[src/rtl/leaf_inject_ctrl_if.sv]
// ---------------------------------------------------------------------------
// leaf_inject_ctrl_if
// Purpose : groups the BFT-side packet path, the stream path, the instruction
//           handshake and the command request/status signals of
//           leaf_inject_ctrl into one bundle.
// Modports:
//   master - request side (stream source, instruction source, host control)
//            drives resend, stream_in, cmd_leaf, instr_data, instr_valid,
//            start_req, clear_req; observes dout, resend_out, instr_ready,
//            busy, pkt_count.
//   slave  - the leaf_inject_ctrl block itself (directions reversed).
// ---------------------------------------------------------------------------
interface leaf_inject_ctrl_if #(
  parameter int PACKET_BITS   = 97,
  parameter int NUM_LEAF_BITS = 6
);
  logic [PACKET_BITS-1:0]   dout_leaf_interface2bft;
  logic                     resend;
  logic [PACKET_BITS-1:0]   stream_in;
  logic                     resend_out;
  logic [NUM_LEAF_BITS-1:0] cmd_leaf;
  logic [31:0]              instr_data;
  logic                     instr_valid;
  logic                     instr_ready;
  logic                     start_req;
  logic                     clear_req;
  logic                     busy;
  logic [15:0]              pkt_count;

  modport master (
    output resend, stream_in, cmd_leaf, instr_data, instr_valid,
           start_req, clear_req,
    input  dout_leaf_interface2bft, resend_out, instr_ready, busy, pkt_count
  );

  modport slave (
    input  resend, stream_in, cmd_leaf, instr_data, instr_valid,
           start_req, clear_req,
    output dout_leaf_interface2bft, resend_out, instr_ready, busy, pkt_count
  );
endinterface

[src/rtl/leaf_inject_ctrl.sv]
// ---------------------------------------------------------------------------
// leaf_inject_ctrl
// Purpose : injects packets into a BFT leaf. Each edge the registered output
//           carries one of: a replay of the last packet (on resend), a
//           forwarded stream packet, or a locally generated command packet
//           (CLEAR_START, SET_START, or an instruction from a small FIFO).
// Ports   :
//   clk    - single clock, all logic on posedge
//   reset  - synchronous active-high reset
//   bus    - leaf_inject_ctrl_if.slave: dout_leaf_interface2bft (registered
//            packet), resend/resend_out, stream_in, cmd_leaf, instr_data/
//            instr_valid/instr_ready, start_req, clear_req, busy, pkt_count
// Config  : define LEAF_INJECT_PKT_COUNT_EN to count generated command
//           packets on pkt_count; otherwise pkt_count is tied to zero.
// ---------------------------------------------------------------------------
module leaf_inject_ctrl #(
  parameter int PACKET_BITS      = 97,
  parameter int PAYLOAD_BITS     = 64,
  parameter int NUM_LEAF_BITS    = 6,
  parameter int NUM_PORT_BITS    = 4,
  parameter int INSTR_FIFO_DEPTH = 4
) (
  input logic             clk,
  input logic             reset,
  leaf_inject_ctrl_if.slave bus
);

  localparam int ADDR_BITS = $clog2(INSTR_FIFO_DEPTH);
  localparam int CNT_BITS  = ADDR_BITS + 1;

  localparam logic [1:0] TYPE_INSTR = 2'd1;
  localparam logic [1:0] TYPE_START = 2'd2;
  localparam logic [1:0] TYPE_CLEAR = 2'd3;

  typedef enum logic [0:0] {
    ST_IDLE = 1'b0,
    ST_EMIT = 1'b1
  } state_t;

  typedef enum logic [2:0] {
    SEL_ZERO   = 3'd0,
    SEL_REPLAY = 3'd1,
    SEL_STREAM = 3'd2,
    SEL_CLEAR  = 3'd3,
    SEL_START  = 3'd4,
    SEL_INSTR  = 3'd5
  } sel_t;

  // Builds a generated command packet; all unlisted fields are zero.
  function automatic logic [PACKET_BITS-1:0] make_pkt(
    input logic [1:0]               type_code,
    input logic [31:0]              word,
    input logic [NUM_LEAF_BITS-1:0] leaf
  );
    logic [PACKET_BITS-1:0] pkt;
    pkt = '0;
    pkt[PACKET_BITS-1] = 1'b1;
    pkt[PACKET_BITS-2 -: NUM_LEAF_BITS] = leaf;
    pkt[PACKET_BITS-2-NUM_LEAF_BITS -: NUM_PORT_BITS] = '0;
    pkt[PAYLOAD_BITS+1:PAYLOAD_BITS] = type_code;
    pkt[31:0] = word;
    return pkt;
  endfunction

  logic [31:0]            fifo_mem_r [INSTR_FIFO_DEPTH];
  logic [ADDR_BITS-1:0]   wr_ptr_r;
  logic [ADDR_BITS-1:0]   rd_ptr_r;
  logic [CNT_BITS-1:0]    count_r;
  logic                   fifo_empty_s;
  logic                   fifo_full_s;
  logic                   push_s;
  logic                   pop_s;

  logic                   start_pend_r;
  logic                   clear_pend_r;
  state_t                 state_r;
  state_t                 state_next_s;
  sel_t                   cmd_sel_s;
  sel_t                   sel_s;
  logic                   work_s;
  logic                   gen_s;

  logic [PACKET_BITS-1:0] dout_r;
  logic [PACKET_BITS-1:0] last_sent_r;
  logic [PACKET_BITS-1:0] next_dout_s;

  assign fifo_empty_s = (count_r == {CNT_BITS{1'b0}});
  assign fifo_full_s  = (count_r == CNT_BITS'(INSTR_FIFO_DEPTH));
  assign push_s       = bus.instr_valid && !fifo_full_s;
  assign pop_s        = (sel_s == SEL_INSTR);
  assign work_s       = !fifo_empty_s || start_pend_r || clear_pend_r;
  assign gen_s        = (sel_s == SEL_CLEAR) || (sel_s == SEL_START) ||
                        (sel_s == SEL_INSTR);

  // Which command packet would go out if the slot were free. SET_START waits
  // for an empty FIFO so every earlier instruction leaves first.
  always_comb begin
    cmd_sel_s = SEL_ZERO;
    if (clear_pend_r) begin
      cmd_sel_s = SEL_CLEAR;
    end else if (start_pend_r && fifo_empty_s) begin
      cmd_sel_s = SEL_START;
    end else if (!fifo_empty_s) begin
      cmd_sel_s = SEL_INSTR;
    end else begin
      cmd_sel_s = SEL_ZERO;
    end
  end

  // Command FSM next state and output-slot selection; replay and stream
  // traffic pre-empt command generation without changing pendings.
  always_comb begin
    state_next_s = state_r;
    sel_s        = SEL_ZERO;
    case (state_r)
      ST_IDLE: begin
        if (bus.resend) begin
          sel_s = SEL_REPLAY;
        end else if (bus.stream_in[PACKET_BITS-1]) begin
          sel_s = SEL_STREAM;
        end else if (work_s) begin
          sel_s        = cmd_sel_s;
          state_next_s = ST_EMIT;
        end else begin
          sel_s = SEL_ZERO;
        end
      end
      ST_EMIT: begin
        if (bus.resend) begin
          sel_s = SEL_REPLAY;
        end else if (bus.stream_in[PACKET_BITS-1]) begin
          sel_s = SEL_STREAM;
        end else begin
          sel_s = cmd_sel_s;
        end
        if (!work_s) begin
          state_next_s = ST_IDLE;
        end else begin
          state_next_s = ST_EMIT;
        end
      end
      default: begin
        state_next_s = ST_IDLE;
        sel_s        = SEL_ZERO;
      end
    endcase
  end

  // Output packet mux.
  always_comb begin
    next_dout_s = '0;
    case (sel_s)
      SEL_REPLAY: next_dout_s = last_sent_r;
      SEL_STREAM: next_dout_s = bus.stream_in;
      SEL_CLEAR:  next_dout_s = make_pkt(TYPE_CLEAR, 32'd0, bus.cmd_leaf);
      SEL_START:  next_dout_s = make_pkt(TYPE_START, 32'd0, bus.cmd_leaf);
      SEL_INSTR:  next_dout_s = make_pkt(TYPE_INSTR, fifo_mem_r[rd_ptr_r],
                                         bus.cmd_leaf);
      default:    next_dout_s = '0;
    endcase
  end

  // FSM state register.
  always_ff @(posedge clk) begin
    if (reset) begin
      state_r <= ST_IDLE;
    end else begin
      state_r <= state_next_s;
    end
  end

  // Output register and replay copy; a replay never refreshes the copy.
  always_ff @(posedge clk) begin
    if (reset) begin
      dout_r      <= '0;
      last_sent_r <= '0;
    end else begin
      dout_r <= next_dout_s;
      if ((sel_s != SEL_REPLAY) && (next_dout_s != '0)) begin
        last_sent_r <= next_dout_s;
      end
    end
  end

  // Sticky request flags; a request arriving while pending merges into it.
  always_ff @(posedge clk) begin
    if (reset) begin
      start_pend_r <= 1'b0;
      clear_pend_r <= 1'b0;
    end else begin
      start_pend_r <= bus.start_req || (start_pend_r && (sel_s != SEL_START));
      clear_pend_r <= bus.clear_req || (clear_pend_r && (sel_s != SEL_CLEAR));
    end
  end

  // Instruction FIFO storage and pointers; pointers wrap at the depth.
  always_ff @(posedge clk) begin
    if (reset) begin
      wr_ptr_r <= '0;
      rd_ptr_r <= '0;
      count_r  <= '0;
      for (int i = 0; i < INSTR_FIFO_DEPTH; i++) begin
        fifo_mem_r[i] <= 32'd0;
      end
    end else begin
      if (push_s) begin
        fifo_mem_r[wr_ptr_r] <= bus.instr_data;
        wr_ptr_r             <= wr_ptr_r + ADDR_BITS'(1);
      end
      if (pop_s) begin
        rd_ptr_r <= rd_ptr_r + ADDR_BITS'(1);
      end
      case ({push_s, pop_s})
        2'b10:   count_r <= count_r + CNT_BITS'(1);
        2'b01:   count_r <= count_r - CNT_BITS'(1);
        default: count_r <= count_r;
      endcase
    end
  end

`ifdef LEAF_INJECT_PKT_COUNT_EN
  logic [15:0] pkt_cnt_r;

  // Counts generated command packets only.
  always_ff @(posedge clk) begin
    if (reset) begin
      pkt_cnt_r <= 16'd0;
    end else if (gen_s) begin
      pkt_cnt_r <= pkt_cnt_r + 16'd1;
    end else begin
      pkt_cnt_r <= pkt_cnt_r;
    end
  end

  assign bus.pkt_count = pkt_cnt_r;
`else
  logic unused_gen_s;
  assign unused_gen_s  = gen_s;
  assign bus.pkt_count = 16'd0;
`endif

  assign bus.dout_leaf_interface2bft = dout_r;
  assign bus.resend_out              = bus.resend;
  assign bus.instr_ready             = !fifo_full_s;
  assign bus.busy                    = work_s;

endmodule

[src/flat_wrapper.sv]
// flat-port wrapper written by rule: the top's interface ports become plain ports
module leaf_inject_ctrl_flat 
#(
  parameter int PACKET_BITS      = 97,
  parameter int PAYLOAD_BITS     = 64,
  parameter int NUM_LEAF_BITS    = 6,
  parameter int NUM_PORT_BITS    = 4,
  parameter int INSTR_FIFO_DEPTH = 4
)
  (clk, reset, bus_resend, bus_stream_in, bus_cmd_leaf, bus_instr_data, bus_instr_valid, bus_start_req, bus_clear_req, bus_dout_leaf_interface2bft, bus_resend_out, bus_instr_ready, bus_busy, bus_pkt_count);
  leaf_inject_ctrl_if #(.PACKET_BITS(PACKET_BITS), .NUM_LEAF_BITS(NUM_LEAF_BITS)) bus_i ();
  input logic clk;
  input logic reset;
  input wire logic [$bits(bus_i.resend)-1:0] bus_resend;
  input wire logic [$bits(bus_i.stream_in)-1:0] bus_stream_in;
  input wire logic [$bits(bus_i.cmd_leaf)-1:0] bus_cmd_leaf;
  input wire logic [$bits(bus_i.instr_data)-1:0] bus_instr_data;
  input wire logic [$bits(bus_i.instr_valid)-1:0] bus_instr_valid;
  input wire logic [$bits(bus_i.start_req)-1:0] bus_start_req;
  input wire logic [$bits(bus_i.clear_req)-1:0] bus_clear_req;
  output wire logic [$bits(bus_i.dout_leaf_interface2bft)-1:0] bus_dout_leaf_interface2bft;
  output wire logic [$bits(bus_i.resend_out)-1:0] bus_resend_out;
  output wire logic [$bits(bus_i.instr_ready)-1:0] bus_instr_ready;
  output wire logic [$bits(bus_i.busy)-1:0] bus_busy;
  output wire logic [$bits(bus_i.pkt_count)-1:0] bus_pkt_count;
  assign bus_i.resend = bus_resend;
  assign bus_i.stream_in = bus_stream_in;
  assign bus_i.cmd_leaf = bus_cmd_leaf;
  assign bus_i.instr_data = bus_instr_data;
  assign bus_i.instr_valid = bus_instr_valid;
  assign bus_i.start_req = bus_start_req;
  assign bus_i.clear_req = bus_clear_req;
  assign bus_dout_leaf_interface2bft = bus_i.dout_leaf_interface2bft;
  assign bus_resend_out = bus_i.resend_out;
  assign bus_instr_ready = bus_i.instr_ready;
  assign bus_busy = bus_i.busy;
  assign bus_pkt_count = bus_i.pkt_count;
  leaf_inject_ctrl #(.PACKET_BITS(PACKET_BITS), .PAYLOAD_BITS(PAYLOAD_BITS), .NUM_LEAF_BITS(NUM_LEAF_BITS), .NUM_PORT_BITS(NUM_PORT_BITS), .INSTR_FIFO_DEPTH(INSTR_FIFO_DEPTH)) u_core (.clk(clk), .reset(reset), .bus(bus_i));
endmodule
[config.mk]
export PLATFORM = sky130hd
export DESIGN_NAME = leaf_inject_ctrl_flat
export DESIGN_NICKNAME = d
export VERILOG_FILES = /design/src/rtl/leaf_inject_ctrl_if.sv /design/src/rtl/leaf_inject_ctrl.sv /design/src/flat_wrapper.sv
export SDC_FILE = /design/constraint.sdc
export NUM_CORES = 1
export LEC_CHECK = 0
export ABC_CLOCK_PERIOD_IN_PS = 3900
export CORE_ASPECT_RATIO = 1.4
export CORE_UTILIZATION = 46
export CTS_CLUSTER_SIZE = 24
export DETAILED_ROUTE_END_ITERATION = 16
export PLACE_DENSITY = 0.76
export SLEW_MARGIN = 0
export SYNTH_ARGS = -nofsm -noshare
export SYNTH_HDL_FRONTEND = slang
export SYNTH_SLANG_ARGS = --single-unit
[constraint.sdc]
create_clock -name clk -period 3.9 [get_ports clk]
set_clock_uncertainty 0.15 [all_clocks]
set_input_delay 0.39 -clock clk [delete_from_list [all_inputs] [get_ports clk]]
set_output_delay 0.39 -clock clk [all_outputs]
set_load 0.05 [all_outputs]
# == Word-level counts from Yosys, hierarchy flattened ==
# Memory sizes are Yosys's and may differ from the RTL's. A register that Yosys moved wholly into a read port is not among the register bits.
# Index checks and enable logic that the tools add are counted.
# word_totals
register_bits,204
ramBits,128
inputBits,141
output_inout_bits,116
word_cells,65
memories,1
# memory_table
name,words,width,read_ports,rd_clocked_by_memory_dff,wr,line_no,source
u_core.fifo_mem_r,4,32,1,1,4,leaf_inject_ctrl.sv:65,logic [31:0] fifo_mem_r [INSTR_FIFO_DEPTH];
# op_classes
n_addsub,4
n_eq_ne,11
n_mux,25
bitwise_logic,1
n_reduce_logical,15
# op_table
cell,n
97-bit case mux with 5 select lines,1
97-bit nonzero test,1
32-bit 2-to-1 mux,1
32-bit OR reduction,1
3-bit 2-to-1 mux,8
3-bit case mux with 2 select lines,2
"3-bit equality test, second input constant",3
1-bit 2-to-1 mux,9
"3-bit by 2-bit equality test with 1-bit output, second input constant",2
2-bit 2-to-1 mux,3
1-bit logical AND,5
"2-bit by 1-bit adder with 2-bit output, second input constant",2
1-bit logical OR,4
"3-bit by 1-bit adder with 3-bit output, second input constant",1
"3-bit by 1-bit equality test with 1-bit output, second input constant",1
3-bit logical NOT,1
"3-bit by 1-bit != test with 1-bit output, second input constant",1
"3-bit by 2-bit != test with 1-bit output, second input constant",1
"3-bit != test, second input constant",1
"3-bit by 1-bit subtractor with 3-bit output, second input constant",1
"2-bit by 1-bit equality test with 1-bit output, second input constant",1
"2-bit equality test, second input constant",1
1-bit logical NOT,2
1-bit case mux with 2 select lines,1
other kinds (2),2

# == Longest topological paths before layout ==
# Gate-level depths: netlist of run 1.
# depth
depth_word,12
ltp_mapped,9
depth_no_buf,8

# == Least setup slack after synthesis of run 1 ==
# No wires, ideal clock.
# synth_path
kind,reg2reg
from,register u_core.count_r[2]
to,memory u_core.fifo_mem_r[2][0] (enable)
setup_time_ps,470
arrival_time_ps,3336
required_time_ps,3280
path_slack_ps,-56
path_stages_with_launch,4
n_path_buf,0
synth_period_minus_slack_ps,3956
cell_sequence,dfxtp_1 > or3b_2 > nand2_1 > o31ai_1
# synth_lines
item,line_no,source
"start, declared",leaf_inject_ctrl.sv:68,logic [CNT_BITS-1:0] count_r;
"start signal, assigned",leaf_inject_ctrl.sv:214,2'b10: count_r <= count_r + CNT_BITS'(1);
"start signal, assigned",leaf_inject_ctrl.sv:215,2'b01: count_r <= count_r - CNT_BITS'(1);
"start signal, assigned",leaf_inject_ctrl.sv:216,default: count_r <= count_r;
"end, declared",leaf_inject_ctrl.sv:65,

# == Final worst setup path of run 1 ==
# layout_path
from,register u_core.count_r[2]
to,output port bus_busy
# layout_between
elab_chain_cells,4
# layout_rtl
item,line_no,source
3-bit logical NOT,leaf_inject_ctrl.sv:87,assign fifo_empty_s = (count_r == {CNT_BITS{1'b0}});
1-bit logical NOT,leaf_inject_ctrl.sv:91,assign work_s = !fifo_empty_s || start_pend_r || clear_pend_r;
1-bit logical OR (2 in series),leaf_inject_ctrl.sv:91,
"end, declared",flat_wrapper.sv:24,output wire logic [$bits(bus_i.busy)-1:0] bus_busy;
# No other way between the ends.

==> results of run 1 <==
==> report_power, final <==
part           switching [uW]  internal [uW]  total (uW)
combinational             702            441        1140
sequential               92.8           3840        3940
clock                    1270           1700        2970
==> routing by layer <==
metal  share of wire  up-vias  routed length [um]  GRT usage
li1                -     4043                   -          -
met1            0.38     4206               11400      0.253
met2            0.51      380               15200      0.369
met3           0.074       68                2230     0.0366
met4           0.038        0                1130      0.107
met5               0        -                   0          0
==> metrics by stage <==
step | worst slack (ns) | hold slack, ns
final | 0.643 | 0.127
after detailed placement | 1.07 | 0.291
after global placement | 1.11 | 0.284
after global routing | 0.573 | 0.117
after floorplan | 0.102 | 0.277
after CTS | 0.627 | 0.105
==> cells by family after synthesis <==
logic type | Yosys count
DFF | 333
muxes | 32
adders and majority gates | 2
xor gates and xnor gates | 6
AOI/OAI and AO/OA | 198
and+or+nand+nor | 326
other | 1
buffers and inverters | 110
==> worst paths after layout <==
path                                               end  slack [ns]  cells past startpoint
worst max-delay path                          bus_busy        0.64                      3
worst min-delay path            u_core.last_sent_r[87]        0.13                      2
worst max register to register       u_core.count_r[2]        1.17                      8
worst min register to register  u_core.last_sent_r[92]        0.31                      1
==> worst reg2reg max path: stages (launching register included) <==
cell and delay (ns):
dfxtp_1 0.38, or3b_2 0.51, nand2_1 0.32, ha_1 0.25
inv_1 0.06, fa_1 0.37, xor2_1 0.16, or3_1 0.31
a21oi_1 0.14
==> state kept, by name, indices dropped and copies added (netlist names), named ones only <==
name and count:
u_core.bus.dout_leaf_interface2bft 97, u_core.clear_pend_r 1, u_core.count_r 3, u_core.fifo_mem_r 128
u_core.last_sent_r 97, u_core.rd_ptr_r 2, u_core.start_pend_r 1, u_core.wr_ptr_r 2
==> layout by cell type (no fill, tap or decap), drive strengths merged, types with 3 or more instances in the layout <==
master	n
and3	64
o31ai	3
edfxtp	128
clkbuf	44
a22oi	81
a21oi	16
nand2	8
a221oi	13
or3	3
clkinv	10
o2bb2ai	26
nor2	170
nor3	5
a211oi	26
conb	16
and2	65
a21o	5
buf	25
mux4	32
o21ai	22
nor2b	4
xor2	4
dfxtp	205
inv	12
clkdlybuf4s50	238
==> cell type report <==
type                       instances  area share
timing repair buffer             263       0.161
clock inverter                    14     0.00516
tap                              324      0.0253
sequential                       333       0.497
multi-input combinational        580       0.250
clock buffer                      44      0.0593
inverter                           9     0.00211
==> metrics.txt, run 1 <==
# TYPE chip_impl_metric gauge
chip_impl_metric{name="die_w",unit="um"} 140
chip_impl_metric{name="synthAdderAreaFrac",unit=""} 0.00264
chip_impl_metric{name="wire_per_inst",unit="um"} 19.1
chip_impl_metric{name="clock.fmax",unit="MHz"} 307
chip_impl_info{name="cp_cell_sequence",value="or3_1, or3_1, clkdlybuf4s50_1"} 1
chip_impl_info{name="start_kind",value="register"} 1
chip_impl_info{name="synthDominantAreaCellType",value="dfxtp_1"} 1
chip_impl_metric{name="power_per_cell_area",unit="nW/um^2"} 503
chip_impl_metric{name="sequential_cell_area",unit="um^2"} 7950
chip_impl_metric{name="cts_htree_levels",unit=""} 1
chip_impl_info{name="tritoncts",value="built"} 1
chip_impl_metric{name="setup-tns-final",unit="ns"} 0
chip_impl_metric{name="critical_path.max_fanout",unit=""} 9
chip_impl_info{name="critical_path.reg2reg.startpoint",value="u_core.count_r[2]"} 1
chip_impl_metric{name="drive_above_1_share",unit=""} 0.101
chip_impl_metric{name="post-route-min-period",unit="ns"} 3.26
chip_impl_info{name="crit_top_cell",value="or3_1"} 1
chip_impl_metric{name="final_area",unit="um^2"} 16000
chip_impl_metric{name="synthDistinctLibCells",unit=""} 44
chip_impl_info{name="synthTopCellsByCount",value="205 x dfxtp_1, 169 x nor2_1, 128 x edfxtp_1"} 1
chip_impl_metric{name="clk_path_buf_depth",unit=""} 3
chip_impl_metric{name="post-synth-top-area-fraction",unit=""} 0.333
chip_impl_metric{name="peakVddDrop",unit="V"} 0.000412
chip_impl_metric{name="path_buf_inv",unit=""} 1
chip_impl_metric{name="dr_total_vias",unit=""} 8697
chip_impl_info{name="synth_top_family_by_area",value="simple AND/OR/NAND/NOR gates"} 1
chip_impl_metric{name="layout_worst_path_cycle_share",unit=""} 0.835
chip_impl_metric{name="placed_cells_incl_taps",unit=""} 1509
chip_impl_metric{name="post_synth_mux_area_share",unit=""} 0.0584
chip_impl_metric{name="grt_start_max_net_pins",unit=""} 71
chip_impl_metric{name="crit_arrival",unit="ns"} 2.72
chip_impl_metric{name="clkTransAtPathRegs",unit="ns"} 0.07
chip_impl_metric{name="synth-async-reset-ratio",unit=""} 0
chip_impl_metric{name="finish.net_count",unit=""} 1361
chip_impl_metric{name="slowest_delay",unit="ns"} 0.80
chip_impl_metric{name="cts_setup_buffers",unit=""} 0
chip_impl_metric{name="place.port_buffers",unit=""} 240
chip_impl_metric{name="cts-resized-gates",unit=""} 0
chip_impl_metric{name="clock_sink_count",unit=""} 333
chip_impl_metric{name="cts-buffers-inserted",unit=""} 31
chip_impl_info{name="hold_path_startpoint",value="reset"} 1
chip_impl_metric{name="via_count_of_the_first_global_routing_pass",unit=""} 8394
chip_impl_metric{name="synth.yosys.warnings",unit=""} 0
chip_impl_metric{name="timing.max_cap.violations",unit=""} 0
chip_impl_metric{name="crit_required",unit="ns"} 3.36
chip_impl_metric{name="core_utilization_of_the_finished_layout",unit=""} 0.609
chip_impl_metric{name="floorplan.die_area",unit="um^2"} 27500
chip_impl_metric{name="synth-seq-cells",unit=""} 333
chip_impl_info{name="hp-class",value="input port to register"} 1
chip_impl_info{name="unrepaired_setup_endpoints_after_global_routing",value="false"} 1
chip_impl_info{name="synth_area_leaders",value="dfxtp_1 33%, edfxtp_1 31%, mux4_2 5.8%"} 1
chip_impl_metric{name="groute.usage.overall",unit=""} 0.212
chip_impl_metric{name="detailed_place_hpwl",unit="mm"} 19.4
chip_impl_metric{name="drt_iter0_drc",unit=""} 546
chip_impl_metric{name="cts_hold_repair.buffers",unit=""} 0
chip_impl_metric{name="layoutNonFillerInstCount",unit=""} 1567
chip_impl_metric{name="timing.final.hold_violations",unit=""} 0
chip_impl_metric{name="start_util",unit=""} 0.470
chip_impl_metric{name="viasPerCell",unit=""} 5.55
chip_impl_metric{name="synth_enable_flop_cells",unit=""} 128
chip_impl_metric{name="total_chip_power",unit="uW"} 8050
chip_impl_info{name="primary_flip_flop_cell_chosen_by_synthesis_mapping",value="dfxtp_1"} 1
chip_impl_metric{name="compound_gate_fraction_of_synth_area",unit=""} 0.119
chip_impl_metric{name="worst_skew_pair.late_latency",unit="ns"} 0.55
chip_impl_metric{name="dpl-instance-area",unit="um^2"} 15000
chip_impl_metric{name="synthSimpleGateAreaFrac",unit=""} 0.129
chip_impl_metric{name="grt_first_pass_wirelength",unit="mm"} 45.2
chip_impl_metric{name="maxSlewHeadroom",unit=""} 0.388
chip_impl_metric{name="placement_rows",unit=""} 70
chip_impl_metric{name="drt_drc_violations_left",unit=""} 0
chip_impl_metric{name="post_synth_inst_count",unit=""} 1008
chip_impl_metric{name="multiInputGateArea",unit="um^2"} 4000
chip_impl_metric{name="timing_max_transition_violations_final",unit=""} 0
chip_impl_metric{name="antenna_found_initial",unit=""} 0
chip_impl_metric{name="layout.filler_cells",unit=""} 2080
chip_impl_info{name="crit_path_top_delay_cell",value="clkdlybuf4s50_1"} 1
chip_impl_info{name="cts.root.buffer_cell",value="clkbuf_16"} 1
chip_impl_metric{name="setup_viol_count_final",unit=""} 0
chip_impl_metric{name="globalRouteOverflowTotal",unit=""} 0
chip_impl_info{name="status",value="complete, no violations"} 1
chip_impl_metric{name="avgSynthCellArea",unit="um^2"} 12.2
chip_impl_metric{name="tightest_slew",unit="ns"} 0.919
chip_impl_metric{name="finalWirelength",unit="mm"} 29.9
chip_impl_metric{name="leakagePower",unit="uW"} 0.00614
chip_impl_metric{name="globalplace.congestion",unit=""} 0.804
chip_impl_info{name="worst_setup_path_end_kind",value="output port"} 1
chip_impl_metric{name="post_route_ant_nets",unit=""} 0
chip_impl_metric{name="synthesis.area",unit="um^2"} 12300
chip_impl_metric{name="n_antenna_cell",unit=""} 0
chip_impl_metric{name="ys_seq_area_frac",unit=""} 0.644
chip_impl_metric{name="die_y",unit="um"} 196
chip_impl_info{name="yosys.cell_count.top_type",value="dfxtp_1"} 1
chip_impl_info{name="worst_setup_path_startpoint",value="u_core.count_r[2]"} 1
chip_impl_metric{name="core_area",unit="um^2"} 26300
chip_impl_info{name="path_delay_family",value="simple AND/OR/NAND/NOR gates"} 1
chip_impl_metric{name="areaGrowthSynthToFinish",unit="%"} 29.6
chip_impl_info{name="crit_type",value="register to output port"} 1
chip_impl_metric{name="yosys.area_share.xor_xnor",unit=""} 0.00426
chip_impl_metric{name="total_iterations_of_the_first_detailed_routing_run",unit=""} 5
chip_impl_metric{name="ioPinCount",unit=""} 257
Power figures use the tool's default switching activity.
==> run 2: changes to the inputs <==
--- a/config.mk
+++ b/config.mk
@@ -5,7 +5,7 @@
 export SDC_FILE = /design/constraint.sdc
 export NUM_CORES = 1
 export LEC_CHECK = 0
-export ABC_CLOCK_PERIOD_IN_PS = 3900
+export ABC_CLOCK_PERIOD_IN_PS = 2900
 export CORE_ASPECT_RATIO = 1.4
 export CORE_UTILIZATION = 46
 export CTS_CLUSTER_SIZE = 24
==> constraint.sdc (replaced) <==
create_clock -name clk -period 2.9 [get_ports clk]
set_clock_uncertainty 0.15 [all_clocks]
set_input_delay 0.29 -clock clk [delete_from_list [all_inputs] [get_ports clk]]
set_output_delay 0.29 -clock clk [all_outputs]
set_load 0.05 [all_outputs]
==> metrics.txt, run 2 (synthesized netlist as in run 1, its figures left out) <==
# TYPE chip_impl_metric gauge
chip_impl_info{name="status",value="complete, no violations"} 1
chip_impl_metric{name="placed_cells_incl_taps",unit=""} 1519
chip_impl_metric{name="ioPinCount",unit=""} 257
chip_impl_metric{name="worst_skew_pair.late_latency",unit="ns"} 0.56
chip_impl_info{name="unrepaired_setup_endpoints_after_global_routing",value="false"} 1
chip_impl_metric{name="wire_per_inst",unit="um"} 18.8
chip_impl_metric{name="cts-buffers-inserted",unit=""} 30
chip_impl_metric{name="drive_above_1_share",unit=""} 0.106
chip_impl_metric{name="largest_reg_flops",unit=""} 128
chip_impl_metric{name="critical_path.max_fanout",unit=""} 6
chip_impl_metric{name="crit_arrival",unit="ns"} 2.31
chip_impl_metric{name="core_utilization_of_the_finished_layout",unit=""} 0.616
chip_impl_metric{name="power_per_cell_area",unit="nW/um^2"} 685
chip_impl_info{name="cp_cell_sequence",value="or3_1, or3_1, dlygate4sd2_1"} 1
chip_impl_info{name="crit_type",value="register to output port"} 1
chip_impl_metric{name="grt_first_pass_wirelength",unit="mm"} 46.0
chip_impl_metric{name="detailed_place_hpwl",unit="mm"} 19.4
chip_impl_metric{name="via_count_of_the_first_global_routing_pass",unit=""} 8588
chip_impl_metric{name="clock.fmax",unit="MHz"} 364
chip_impl_metric{name="timing_max_transition_violations_final",unit=""} 0
chip_impl_metric{name="crit_required",unit="ns"} 2.46
chip_impl_metric{name="clk_path_buf_depth",unit=""} 3
chip_impl_metric{name="layoutNonFillerInstCount",unit=""} 1577
chip_impl_metric{name="post_route_ant_nets",unit=""} 0
chip_impl_metric{name="drt_iter0_drc",unit=""} 511
chip_impl_metric{name="timing.final.hold_violations",unit=""} 0
chip_impl_info{name="cts.root.buffer_cell",value="clkbuf_16"} 1
chip_impl_metric{name="globalplace.congestion",unit=""} 0.788
chip_impl_metric{name="areaGrowthSynthToFinish",unit="%"} 31.1
chip_impl_info{name="worst_setup_path_end_kind",value="output port"} 1
chip_impl_info{name="most_used_cells_in_the_layout_excluding_fill_and_tap_cells",value="236 x clkdlybuf4s50_1, 204 x dfxtp_1, 166 x nor2_1"} 1
chip_impl_metric{name="viasPerCell",unit=""} 5.45
chip_impl_info{name="hold_path_startpoint",value="bus_start_req"} 1
chip_impl_metric{name="die_w",unit="um"} 140
chip_impl_info{name="crit_top_cell",value="or3_1"} 1
chip_impl_metric{name="placement_rows",unit=""} 70
chip_impl_metric{name="finish.net_count",unit=""} 1371
chip_impl_info{name="regMostFlops",value="u_core.fifo_mem_r"} 1
chip_impl_metric{name="path_buf_inv",unit=""} 1
chip_impl_info{name="final_common_cell",value="clkdlybuf4s50_1"} 1
chip_impl_metric{name="layout_worst_path_cycle_share",unit=""} 0.948
chip_impl_metric{name="dr_total_vias",unit=""} 8592
chip_impl_info{name="path_delay_family",value="simple AND/OR/NAND/NOR gates"} 1
chip_impl_metric{name="drt_drc_violations_left",unit=""} 0
chip_impl_info{name="critical_path.reg2reg.startpoint",value="u_core.clear_pend_r"} 1
chip_impl_metric{name="timing.max_cap.violations",unit=""} 0
chip_impl_info{name="hp-class",value="input port to register"} 1
chip_impl_metric{name="die_y",unit="um"} 196
chip_impl_metric{name="floorplan.die_area",unit="um^2"} 27500
chip_impl_info{name="start_kind",value="register"} 1
chip_impl_info{name="worst_setup_path_startpoint",value="u_core.count_r[2]"} 1
chip_impl_metric{name="cts_setup_buffers",unit=""} 0
chip_impl_metric{name="groute.usage.overall",unit=""} 0.214
chip_impl_metric{name="maxSlewHeadroom",unit=""} 0.467
chip_impl_metric{name="cts_htree_levels",unit=""} 1
chip_impl_metric{name="post-route-min-period",unit="ns"} 2.75
chip_impl_metric{name="finalWirelength",unit="mm"} 29.6
chip_impl_metric{name="place.port_buffers",unit=""} 240
chip_impl_info{name="crit_path_top_delay_cell",value="or3_1"} 1
chip_impl_metric{name="tightest_slew",unit="ns"} 0.800
chip_impl_metric{name="globalRouteOverflowTotal",unit=""} 0
chip_impl_metric{name="antenna_found_initial",unit=""} 1
chip_impl_metric{name="start_util",unit=""} 0.470
chip_impl_metric{name="setup_viol_count_final",unit=""} 0
chip_impl_metric{name="leakagePower",unit="uW"} 0.00620
chip_impl_metric{name="clock_sink_count",unit=""} 333
chip_impl_metric{name="core_area",unit="um^2"} 26300
chip_impl_metric{name="total_iterations_of_the_first_detailed_routing_run",unit=""} 5
chip_impl_metric{name="slowest_delay",unit="ns"} 0.50
chip_impl_metric{name="peakVddDrop",unit="V"} 0.000504
chip_impl_metric{name="clkTransAtPathRegs",unit="ns"} 0.07
chip_impl_info{name="tritoncts",value="built"} 1
chip_impl_metric{name="grt_start_max_net_pins",unit=""} 97
==> run 2: cell count changes in the layout (fill, tap and decap cells not counted), sizes merged <==
| cell | change |
|---|---|
| buf | +11 |
| clkbuf | -5 |
| dlygate4sd2 | +1 |
| clkinvlp | +2 |
| dlygate4sd3 | +1 |
| bufinv | +4 |
| clkdlybuf4s50 | -2 |
| diode | +1 |
| inv | -3 |
==> run 2: per-stage QoR <==
| stage | instance area [um^2] | hold WS, ns | setup TNS, ns | setup slack [ns] | power [uW] |
|---|---|---|---|---|---|
| after global placement | 15100 | 0.285 | 0 | 0.287 | 6920 |
| final | 16200 | 0.140 | 0 | 0.152 | 11100 |
| after CTS | 16200 | 0.113 | 0 | 0.143 | 11200 |
| after detailed placement | 15100 | 0.295 | 0 | 0.231 | 6960 |
| after floorplan | 12400 | 0.269 | -2.82 | -0.0441 | 6340 |
| after global routing | 16200 | 0.160 | 0 | 0.102 | 11400 |
==> run 2: path summary, 6_finish.rpt <==
check / depth (start not counted) / endpoint / slack, ns
hold reg to reg: 1 / u_core.last_sent_r[94] / 0.30
setup / recovery: 3 / bus_busy / 0.15
hold / removal: 3 / u_core.start_pend_r / 0.14
setup reg to reg: 8 / u_core.count_r[2] / 0.33
==> run 2: where the power goes <==
part / total, uW / leakage (uW) / switching, uW / internal (uW)
Sequential: 5270 / 0.00301 / 106 / 5170
Clock: 4230 / 0.000523 / 1720 / 2510
Combinational: 1580 / 0.00267 / 966 / 613
==> run 2: timing repair <==
action | CTS | global route
endpoints found under the hold margin | 1 | 0
hold buffers | 1 | 0
endpoints found under the setup margin | 1 | 0
gates resized for setup | 1 | 0
==> run 2: cell type report <==
| cell class | count | area [um^2] |
|---|---|---|
| Multi-Input combinational cell | 580 | 4000 |
| Inverter | 9 | 33.8 |
| Timing Repair Buffer | 274 | 2700 |
| Clock buffer | 39 | 880 |
| Fill cell | 2093 | 10100 |
| Tap cell | 324 | 405 |
| Antenna cell | 1 | 2.50 |
| Sequential cell | 333 | 7950 |
| Clock inverter | 17 | 209 |
==> run 2: worst min-delay path: cells and delay by family <==
family | cells | cell delay [ns]
AOI/OAI and AO/OA | 1 | 0.05
buffers and inverters | 2 | 0.45
==> run 2: metal layers <==
| metal | up-vias | wire (um) | track usage |
|---|---|---|---|
| li1 | 4065 | - | - |
| met1 | 4134 | 11500 | 0.249 |
| met2 | 329 | 15000 | 0.381 |
| met3 | 64 | 1880 | 0.0361 |
| met4 | 0 | 1250 | 0.107 |
| met5 | - | 0 | 0 |
==> run 3: changes to the inputs <==
--- a/config.mk
+++ b/config.mk
@@ -11,7 +11,7 @@
 export CTS_CLUSTER_SIZE = 24
 export DETAILED_ROUTE_END_ITERATION = 16
 export PLACE_DENSITY = 0.76
-export SLEW_MARGIN = 0
+export SLEW_MARGIN = 20
 export SYNTH_ARGS = -nofsm -noshare
 export SYNTH_HDL_FRONTEND = slang
 export SYNTH_SLANG_ARGS = --single-unit
==> results of run 3 <==
The final DEF is identical to that of run 2; final timing and power are the same.
